$ cat src/rtl/write_fifo_ctrl_if.sv
// Write-side FIFO controller bus: producer request, read-side pointer,
// storage write port and status outputs.
interface write_fifo_ctrl_if #(
    parameter int ADDR_WIDTH = 4,
    parameter int DATA_WIDTH = 8
);
    logic                  wr_en;
    logic [DATA_WIDTH-1:0] wr_data;
    logic [ADDR_WIDTH:0]   rd_ptr;
    logic                  ovf_clr;
    logic [ADDR_WIDTH:0]   wr_ptr;
    logic                  mem_we;
    logic [ADDR_WIDTH-1:0] mem_addr;
    logic [DATA_WIDTH-1:0] mem_wdata;
    logic                  full;
    logic                  almost_full;
    logic [ADDR_WIDTH:0]   level;
    logic                  overflow;
    logic [7:0]            drop_cnt;
    logic [ADDR_WIDTH:0]   hwm;

    // Controller side
    modport slave (
        input  wr_en, wr_data, rd_ptr, ovf_clr,
        output wr_ptr, mem_we, mem_addr, mem_wdata, full, almost_full,
               level, overflow, drop_cnt, hwm
    );

    // Producer / read-side / storage side
    modport master (
        output wr_en, wr_data, rd_ptr, ovf_clr,
        input  wr_ptr, mem_we, mem_addr, mem_wdata, full, almost_full,
               level, overflow, drop_cnt, hwm
    );
endinterface

$ cat src/rtl/write_fifo_ctrl.sv
// Write-side controller for the synchronous UART FIFO.
// Owns the extended write pointer, drives the storage write port and derives
// full / level / almost-full / overflow / drop count / high-watermark status.
// Optional feature macro: WR_FIFO_ALMOST_FULL_EN enables the almost-full
// comparator; without it almost_full is tied low.
module write_fifo_ctrl #(
    parameter int ADDR_WIDTH = 4,
    parameter int DATA_WIDTH = 8,
    parameter int AF_THRESH  = 12
) (
    input  logic              clk,
    input  logic              rst,
    write_fifo_ctrl_if.slave  bus
);
    localparam int PTR_W = ADDR_WIDTH + 1;

    logic [PTR_W-1:0] wr_ptr_q,   wr_ptr_d;
    logic             overflow_q, overflow_d;
    logic [7:0]       drop_cnt_q, drop_cnt_d;
    logic [PTR_W-1:0] hwm_q,      hwm_d;

    logic             full;
    logic             accept;
    logic             drop;
    logic [PTR_W-1:0] level;

    // Occupancy and full flag from the two extended pointers
    always_comb begin
        level  = wr_ptr_q - bus.rd_ptr;
        full   = (wr_ptr_q[ADDR_WIDTH] != bus.rd_ptr[ADDR_WIDTH]) &&
                 (wr_ptr_q[ADDR_WIDTH-1:0] == bus.rd_ptr[ADDR_WIDTH-1:0]);
        accept = bus.wr_en && !full;
        drop   = bus.wr_en && full;
    end

    // Next-state: pointer advance, sticky overflow, saturating drops, watermark
    always_comb begin
        wr_ptr_d   = wr_ptr_q;
        overflow_d = overflow_q;
        drop_cnt_d = drop_cnt_q;
        hwm_d      = hwm_q;

        if (accept) begin
            wr_ptr_d = wr_ptr_q + PTR_W'(1);
        end

        // A clear in the same cycle as a drop wins; the drop is not recorded
        if (bus.ovf_clr) begin
            overflow_d = 1'b0;
            drop_cnt_d = 8'd0;
            hwm_d      = level;
        end else begin
            if (drop) begin
                overflow_d = 1'b1;
                if (drop_cnt_q != 8'hFF) begin
                    drop_cnt_d = drop_cnt_q + 8'd1;
                end
            end
            if (level > hwm_q) begin
                hwm_d = level;
            end
        end
    end

    // State registers with synchronous reset
    always_ff @(posedge clk) begin
        if (rst) begin
            wr_ptr_q   <= '0;
            overflow_q <= 1'b0;
            drop_cnt_q <= 8'd0;
            hwm_q      <= '0;
        end else begin
            wr_ptr_q   <= wr_ptr_d;
            overflow_q <= overflow_d;
            drop_cnt_q <= drop_cnt_d;
            hwm_q      <= hwm_d;
        end
    end

`ifdef WR_FIFO_ALMOST_FULL_EN
    localparam logic [PTR_W-1:0] AF_LVL = PTR_W'(AF_THRESH);

    // Almost-full threshold comparator
    always_comb begin
        bus.almost_full = (level >= AF_LVL);
    end
`else
    // Threshold is only referenced here so the parameter stays in use
    logic unused_af_thresh;
    assign unused_af_thresh = (AF_THRESH > 0);

    // Almost-full disabled in this build
    always_comb begin
        bus.almost_full = 1'b0;
    end
`endif

    // Output drive: storage write port is combinational, status mirrors state
    always_comb begin
        bus.mem_we    = accept;
        bus.mem_addr  = wr_ptr_q[ADDR_WIDTH-1:0];
        bus.mem_wdata = bus.wr_data;
        bus.wr_ptr    = wr_ptr_q;
        bus.full      = full;
        bus.level     = level;
        bus.overflow  = overflow_q;
        bus.drop_cnt  = drop_cnt_q;
        bus.hwm       = hwm_q;
    end

endmodule
$ cat src/flat_wrapper.sv
// flat-port wrapper written by rule: the top's interface ports become plain ports
module write_fifo_ctrl_flat 
#(
    parameter int ADDR_WIDTH = 4,
    parameter int DATA_WIDTH = 8,
    parameter int AF_THRESH  = 12
)
  (clk, rst, bus_wr_en, bus_wr_data, bus_rd_ptr, bus_ovf_clr, bus_wr_ptr, bus_mem_we, bus_mem_addr, bus_mem_wdata, bus_full, bus_almost_full, bus_level, bus_overflow, bus_drop_cnt, bus_hwm);
  write_fifo_ctrl_if #(.ADDR_WIDTH(ADDR_WIDTH), .DATA_WIDTH(DATA_WIDTH)) bus_i ();
  input  logic clk;
  input  logic rst;
  input wire logic [$bits(bus_i.wr_en)-1:0] bus_wr_en;
  input wire logic [$bits(bus_i.wr_data)-1:0] bus_wr_data;
  input wire logic [$bits(bus_i.rd_ptr)-1:0] bus_rd_ptr;
  input wire logic [$bits(bus_i.ovf_clr)-1:0] bus_ovf_clr;
  output wire logic [$bits(bus_i.wr_ptr)-1:0] bus_wr_ptr;
  output wire logic [$bits(bus_i.mem_we)-1:0] bus_mem_we;
  output wire logic [$bits(bus_i.mem_addr)-1:0] bus_mem_addr;
  output wire logic [$bits(bus_i.mem_wdata)-1:0] bus_mem_wdata;
  output wire logic [$bits(bus_i.full)-1:0] bus_full;
  output wire logic [$bits(bus_i.almost_full)-1:0] bus_almost_full;
  output wire logic [$bits(bus_i.level)-1:0] bus_level;
  output wire logic [$bits(bus_i.overflow)-1:0] bus_overflow;
  output wire logic [$bits(bus_i.drop_cnt)-1:0] bus_drop_cnt;
  output wire logic [$bits(bus_i.hwm)-1:0] bus_hwm;
  assign bus_i.wr_en = bus_wr_en;
  assign bus_i.wr_data = bus_wr_data;
  assign bus_i.rd_ptr = bus_rd_ptr;
  assign bus_i.ovf_clr = bus_ovf_clr;
  assign bus_wr_ptr = bus_i.wr_ptr;
  assign bus_mem_we = bus_i.mem_we;
  assign bus_mem_addr = bus_i.mem_addr;
  assign bus_mem_wdata = bus_i.mem_wdata;
  assign bus_full = bus_i.full;
  assign bus_almost_full = bus_i.almost_full;
  assign bus_level = bus_i.level;
  assign bus_overflow = bus_i.overflow;
  assign bus_drop_cnt = bus_i.drop_cnt;
  assign bus_hwm = bus_i.hwm;
  write_fifo_ctrl #(.ADDR_WIDTH(ADDR_WIDTH), .DATA_WIDTH(DATA_WIDTH), .AF_THRESH(AF_THRESH)) u_core (.clk(clk), .rst(rst), .bus(bus_i));
endmodule
$ cat config.mk
export PLATFORM = sky130hd
export DESIGN_NAME = write_fifo_ctrl_flat
export DESIGN_NICKNAME = d
export VERILOG_FILES = /design/src/rtl/write_fifo_ctrl_if.sv /design/src/rtl/write_fifo_ctrl.sv /design/src/flat_wrapper.sv
export SDC_FILE = /design/constraint.sdc
export NUM_CORES = 1
export LEC_CHECK = 0
export ABC_AREA = 1
export CAP_MARGIN = 20
export CORE_MARGIN = 8
export CORE_UTILIZATION = 40
export DETAILED_ROUTE_END_ITERATION = 6
export HOLD_SLACK_MARGIN = 0.15
export PLACE_DENSITY = 0.74
export SLEW_MARGIN = 40
export SYNTH_ARGS = -nofsm -noshare
export SYNTH_HDL_FRONTEND = slang
export SYNTH_SLANG_ARGS = --single-unit
$ cat constraint.sdc
create_clock -name clk -period 3.5 [get_ports clk]
set_clock_uncertainty 0.15 [all_clocks]
set_input_delay 0.7 -clock clk [delete_from_list [all_inputs] [get_ports clk]]
set_output_delay 0.7 -clock clk [all_outputs]
set_load 0.02 [all_outputs]
==> results of run 1 <==
[power by group through the flow]
stage | sequential [mW] | clock (mW) | combinational (mW)
3_5_place_dp | 0.248 | 0 | 0.240
2_1_floorplan | 0.265 | 0 | 0.146
3_3_place_gp | 0.247 | 0 | 0.238
5_1_grt | 0.245 | 0.127 | 0.267
4_1_cts | 0.243 | 0.123 | 0.240
6_report | 0.242 | 0.112 | 0.237
[layout by cell type (no fill, tap or decap)]
| master | netlist | layout |
|---|---|---|
| nand2_1 | 49 | 49 |
| clkdlybuf4s50_1 | 0 | 33 |
| inv_1 | 27 | 27 |
| dfxtp_1 | 19 | 19 |
| a21oi_1 | 18 | 18 |
| nor2_1 | 16 | 16 |
| nand3_1 | 14 | 14 |
| ha_1 | 11 | 11 |
| o21ai_0 | 7 | 7 |
| xnor2_1 | 4 | 4 |
| xor2_1 | 4 | 4 |
| dlymetal6s2s_1 | 0 | 4 |
| buf_4 | 13 | 4 |
| clkbuf_4 | 0 | 3 |
| nor2_2 | 2 | 2 |
| nand3_2 | 2 | 2 |
| nor3_1 | 2 | 2 |
| xor2_2 | 1 | 1 |
| a21o_1 | 1 | 1 |
| clkinv_1 | 1 | 1 |
| nor2_4 | 1 | 1 |
| nand4_1 | 1 | 1 |
| fa_1 | 1 | 1 |
| conb_1 | 1 | 1 |
| clkinv_2 | 0 | 1 |
| dlygate4sd2_1 | 0 | 1 |
[flip-flops by register name, summed over array words and instances (netlist names)]
register,cells
u_core.bus.hwm,5
u_core.bus.drop_cnt,8
u_core.bus.overflow,1
u_core.bus.wr_ptr,5
[worst max path at each step]
stage,startpoint,to
after floorplan,bus_rd_ptr[0],u_core.bus.hwm[2]
after global routing,bus_rd_ptr[0],u_core.bus.hwm[4]
after detailed placement,bus_rd_ptr[0],u_core.bus.hwm[0]
after CTS,bus_rd_ptr[2],bus_full
after global placement,bus_rd_ptr[0],bus_level[4]
final,bus_rd_ptr[0],bus_level[1]
[worst max-delay path, stage by stage]
cell and delay (ns):
clkdlybuf4s50_1 0.46, ha_1 0.14, inv_1 0.06, fa_1 0.53, clkdlybuf4s50_1 0.62
[cell type report]
type / count / area [um2]
fill: 328 / 1540
clock buffer: 3 / 22.5
clock inverter: 1 / 5.00
timing repair buffer: 42 / 419
sequential: 19 / 380
inverter: 28 / 105
tap: 46 / 57.6
multi-input combinational: 135 / 754
[logic make-up (layout without fill, tap and decap cells)]
family / after synthesis / in the layout / synth area share, %
xor+xnor: 9 / 9 / 6.45
other cells: 1 / 1 / 0.280
compound gates: 26 / 26 / 9.92
buf+inv: 41 / 74 / 15.2
simple gates: 87 / 87 / 28.0
flops: 19 / 19 / 28.4
fa+ha+maj: 12 / 12 / 11.8
[synthesized netlist by cell type, drive strengths merged]
| master | n |
|---|---|
| a21o | 1 |
| a21oi | 18 |
| buf | 13 |
| clkinv | 1 |
| conb | 1 |
| dfxtp | 19 |
| fa | 1 |
| ha | 11 |
| inv | 27 |
| nand2 | 49 |
| nand3 | 16 |
| nand4 | 1 |
| nor2 | 19 |
| nor3 | 2 |
| o21ai | 7 |
| xnor2 | 4 |
| xor2 | 5 |
[repair_timing]
item | 4_1_cts | 5_1_grt
buffers inserted | 0 | 0
hold buffers | 0 | 0
pin swaps | 0 | 0
gates resized for setup | 1 | 4
endpoints found under the setup margin | 1 | 4
[metal layers]
layer  vias up  part of all wire (%)  GRT usage, %
li1        669                     -             -
met1       544                    46          12.8
met2        34                    46          19.9
met3         4                   7.7          4.50
met4         0                  0.79          5.54
met5         -                     0             0
==> results.md, run 1 <==
* Status: completed
* Number of buffers inserted during clock tree synthesis at 3
* Number of sinks handled by clock tree synthesis at 19
* Power per Cell Area at 340 nW/um2
* Area of the mapped netlist at 1340 um2
* Worst min-delay path endpoint: u_core.bus.overflow
* PnR Total Power at between 0.5 and 0.6 mW
* Category of the critical setup timing path: in -> out
* Sw Share at 36.2%
* Layout cells sized above 1 at 6.14%
* Setup violations, final at 0
* Source-to-sink clock delay at the later pin of the worst-skew pair at 0.30 ns
* Final sum of negative setup slack at 0 ns
* Largest net degree at the start of global routing at 12
* Remaining design rule violation count at 0
* Final Slew Violations at 0
* GPL Wtd Cong at slightly above 0.8
* Critical register-to-register path endpoint: u_core.bus.hwm[0]
* Core region area at 3280 um2
* Signal arrival time at the worst endpoint at 2.51 ns
* Post-layout worst setup margin at between 0.1 and 0.15 ns
* Worst endpoint required time at ~2.7 ns
* Violation count after the first detailed-routing iteration at 72
* Detailed Routing Iterations Pass 1 at 4
* R2r startpoint: u_core.bus.wr_ptr[0]
* Clk pin slew, worst setup/hold paths at 0.11 ns
* Number of global-route vias before repair at 1,240
* Unique masters post-synth at 21
* Number of cells in the design after placement at 270
* Synthesized netlist net count at about 220
* Clock network fraction of total power at between 10% and 20%
* Setup slack after placement at -0.0122 ns
* Total wirelength of the detailed-routed design at approximately 3 mm
* Setup crit start kind: input port
* Sw power at roughly 0.21 mW
* Total global routing overflow at 0
* Placed instance area at 1710 um2
* Num rows at 21
* Via count at ~1,300
* X dimension of the die at 73.8 um
* Total count of hold-check failures in the final report at 0
* H-tree depth at 1
* Post-layout minimum cycle time at about 3.4 ns
* Path type of the worst min-delay path: reg -> reg
* Startpoint of the lowest-slack hold path: u_core.bus.overflow
* Maximum number of buffers from clock root to sink at 2
* Buffers added on ports at 38
* Vias per std cell at 4.57
* Utilization after layout at 53.1%
* Smallest hold slack at 0.319 ns
* Reported max-cap violation count at 0
* Part of the power in registers at 41.0%
* Average routed wire per standard cell at 11.1 um
* Maximum VDD drop at 0.000136 V
* Sequential element share of the synthesized area at 28.4%
* Relative contribution of combinational cells to total power at ~40%
* Area share of the largest cell type after synthesis at 28.4%
* Initial antenna violation count at 0
* RSZ-0062 raised after global routing: no
* Root buffer cell: clkbuf_4
* Net count, final at 258
* Number of I/O pins at 56
* Post-DP HPWL at 2.43 mm
* Height of the chip at 73.8 um
* Peak clock frequency supported by timing at 298 MHz
* Global-route wire length before repair at ~5.2 mm
* Syn_area_per_cell at 6.86 um2
* Cells after synthesis at between 150 and 200
* Number of antenna-violating nets in the routed design at 0
* Synth-to-layout area growth at 30.4%
* WHS Path Cells at 2
* Critical Path Sink Type: primary output
* Synth top area cells: dfxtp_1, nand2_1, ha_1
* Count of cells along the worst register-to-register path at 17
* Final worst-path cycle share at 95.9%
* Slack of the worst reg-to-reg path at 0.66 ns
* CTS tree: built
* Synthesized flop and latch total at 19
* Initial Util at 40.7%
* Total internal power at 0.378 mW
* Yosys Warn Count at 0
* Non-filler cells, final at 274
* Critical path fanouts, max at 3
* Antenna Diode Count at 0
* Leakage at around 0.82 nW
* Total Die Area at 5450 um2
* Gr usage total at around an eighth
* Design Area, Final at 1740 um2
* Largest area contributor in the synthesized netlist: dfxtp_1
Power figures use the tool's default switching activity.
==> inputs of run 2 (changes only) <==
Settings changed: CAP_MARGIN 20 to unset, SKIP_CTS_REPAIR_TIMING set to 1.
==> run 2 against run 1 <==
Sequential power barely moved. Largest cell class unchanged. Count of clock-buffer cells in the layout unchanged. Design area grew 0.22%. Non-clock buffer count did not move. Register-to-register slack about the same.
==> results.md, run 2 (synthesized netlist as in run 1, its figures left out) <==
* Cell type group with the largest total delay on the critical path: buffers and inverters (unchanged)
* Critical path fanouts, max at 3 (unchanged)
* CTS tree: built (unchanged)
* Number of buffer and inverter stages on the critical path at 3 (unchanged)
* Average routed wire per standard cell at 11.1 um (about the same)
* Setup violations, final at 0 (unchanged)
* Gr usage total at 11.9% (unchanged)
* Final worst-path cycle share at 95.9% (unchanged)
* Biggest cell delay along the critical path at 0.62 ns (about the same)
* Most common library cell in the layout ignoring fill and taps: nand2_1 (unchanged)
* Layout fillers at 328 (unchanged)
* Total Die Area at 5450 um2 (unchanged)
* Vias per std cell at 4.55 (was 4.57)
* Num rows at 21 (unchanged)
* Post-layout minimum cycle time at 3.36 ns (unchanged)
* Source-to-sink clock delay at the later pin of the worst-skew pair at 0.30 ns (about the same)
* Number of sinks handled by clock tree synthesis at 19 (unchanged)
* Max reg flops at 8 (unchanged)
* Setup crit start kind: input port (unchanged)
* Power per Cell Area at 339 nW/um2 (was 340 nW/um2)
* Total count of hold-check failures in the final report at 0 (unchanged)
* Antenna Diode Count at 0 (unchanged)
* Peak clock frequency supported by timing at 298 MHz (unchanged)
* Post-DP HPWL at 2.43 mm (unchanged)
* Maximum VDD drop at 0.000136 V (about the same)
* Crit path top cell by count: clkdlybuf4s50_1 (unchanged)
* X dimension of the die at 73.8 um (unchanged)
* Routed wl met2 at 1.40 mm (unchanged)
* Number of buffers inserted during clock tree synthesis at 3 (unchanged)
* Via count at 1,248 (was 1,251)
* Root buffer cell: clkbuf_4 (unchanged)
* RSZ-0062 raised after global routing: no (unchanged)
* Height of the chip at 73.8 um (unchanged)
* GPL Wtd Cong at 0.832 (unchanged)
* Initial Util at 40.7% (unchanged)
* Worst endpoint required time at 2.65 ns (about the same)
* Total global routing overflow at 0 (unchanged)
* Total wirelength of the detailed-routed design at 3.05 mm (about the same)
* Category of the critical setup timing path: in -> out (unchanged)
* Core region area at 3280 um2 (unchanged)
* Critical Path Sink Type: primary output (unchanged)
* Buffers added on ports at 38 (unchanged)
* Signal arrival time at the worst endpoint at 2.51 ns (about the same)
* Maximum number of buffers from clock root to sink at 2 (unchanged)
* Number of antenna-violating nets in the routed design at 0 (unchanged)
* Violation count after the first detailed-routing iteration at 56 (was 72)
* Routed met3 length at 234 um (unchanged)
* Largest net degree at the start of global routing at 12 (unchanged)
* Detailed Routing Iterations Pass 1 at 4 (unchanged)
* Reported max-cap violation count at 0 (unchanged)
* Path type of the worst min-delay path: reg -> reg (unchanged)
* Layout cells sized above 1 at 6.14% (unchanged)
* Sequence of cells on the critical path: clkdlybuf4s50_1 > ha_1 > inv_1 > fa_1 > clkdlybuf4s50_1 (unchanged)
* Wire length on met1 at 1.39 mm (about the same)
* Initial antenna violation count at 0 (unchanged)
* Status: completed (unchanged)
* Final Slew Violations at 0 (unchanged)
* Leakage at 0.824 nW (was 0.816 nW)
* H-tree depth at 1 (unchanged)
* Clk pin slew, worst setup/hold paths at 0.11 ns (about the same)
* Net count, final at 258 (unchanged)
* Number of I/O pins at 56 (unchanged)
* Top routing layer used: met4 (unchanged)
* PnR Total Power at 0.593 mW (was 0.592 mW)
* Synth-to-layout area growth at 30.7% (was 30.4%)
* Commonest cells after routing, fill and taps aside: nand2_1, clkdlybuf4s50_1, inv_1 (unchanged)
* Slowest cell on the critical path: clkdlybuf4s50_1 (unchanged)
* Number of global-route vias before repair at 1,240 (unchanged)
* Final sum of negative setup slack at 0 ns (unchanged)
* Remaining design rule violation count at 0 (unchanged)
* Global-route wire length before repair at 5.19 mm (unchanged)
[run 2: cell count changes in the layout (fill, tap and decap cells not counted)]
cell            change
dlymetal6s2s_1      +1
dlygate4sd2_1       -1
[run 2: final timing paths]
check | from | to | slack [ns] | depth (start not counted)
worst max-delay path | bus_rd_ptr[0] | bus_level[1] | 0.14 | 5
worst min-delay path | u_core.bus.overflow | u_core.bus.overflow | 0.32 | 2
worst max register to register | u_core.bus.wr_ptr[0] | u_core.bus.hwm[0] | 0.66 | 17
worst min register to register | u_core.bus.overflow | u_core.bus.overflow | 0.32 | 2
[run 2: worst reg2reg max path: cells and delay by family, from the launching register on]
kind	cells	cell delay, ns
adders and majority gates	3	0.83
AOI/OAI and AO/OA	1	0.20
and+or+nand+nor	10	0.91
DFF	1	0.36
buffers and inverters	3	0.30
[run 2: through the flow]
step	setup slack, ns	utilization, %	hold slack (ns)	area (um2)	cells
final	0.144	53.2	0.319	1750	274
after global routing	0.00665	53.2	0.359	1750	274
after CTS	-0.0224	52.8	0.328	1740	274
after detailed placement	-0.0122	52.0	0.311	1710	270
after global placement	-0.00597	52.0	0.308	1710	270
after floorplan	0.617	-	0.376	1340	195
[run 2: report_power, final]
group	internal, mW	total, mW	switching (mW)
sequential	0.231	0.242	0.0111
combinational	0.105	0.238	0.133
clock	0.0425	0.113	0.0700
[run 2: layout make-up]
type / count / area [um2] / area share (%)
Multi-Input combinational cell: 135 / 754 / 43.2
Timing Repair Buffer: 42 / 423 / 24.2
Sequential cell: 19 / 380 / 21.8
Inverter: 28 / 105 / 6.01
Tap cell: 46 / 57.6 / 3.29
Clock buffer: 3 / 22.5 / 1.29
Clock inverter: 1 / 5.00 / 0.286
[run 2: routing by layer]
layer / track usage (%) / up-vias
li1: - / 669
met1: 12.8 / 541
met2: 19.9 / 34
met3: 4.50 / 4
met4: 5.54 / 0
met5: 0 / -
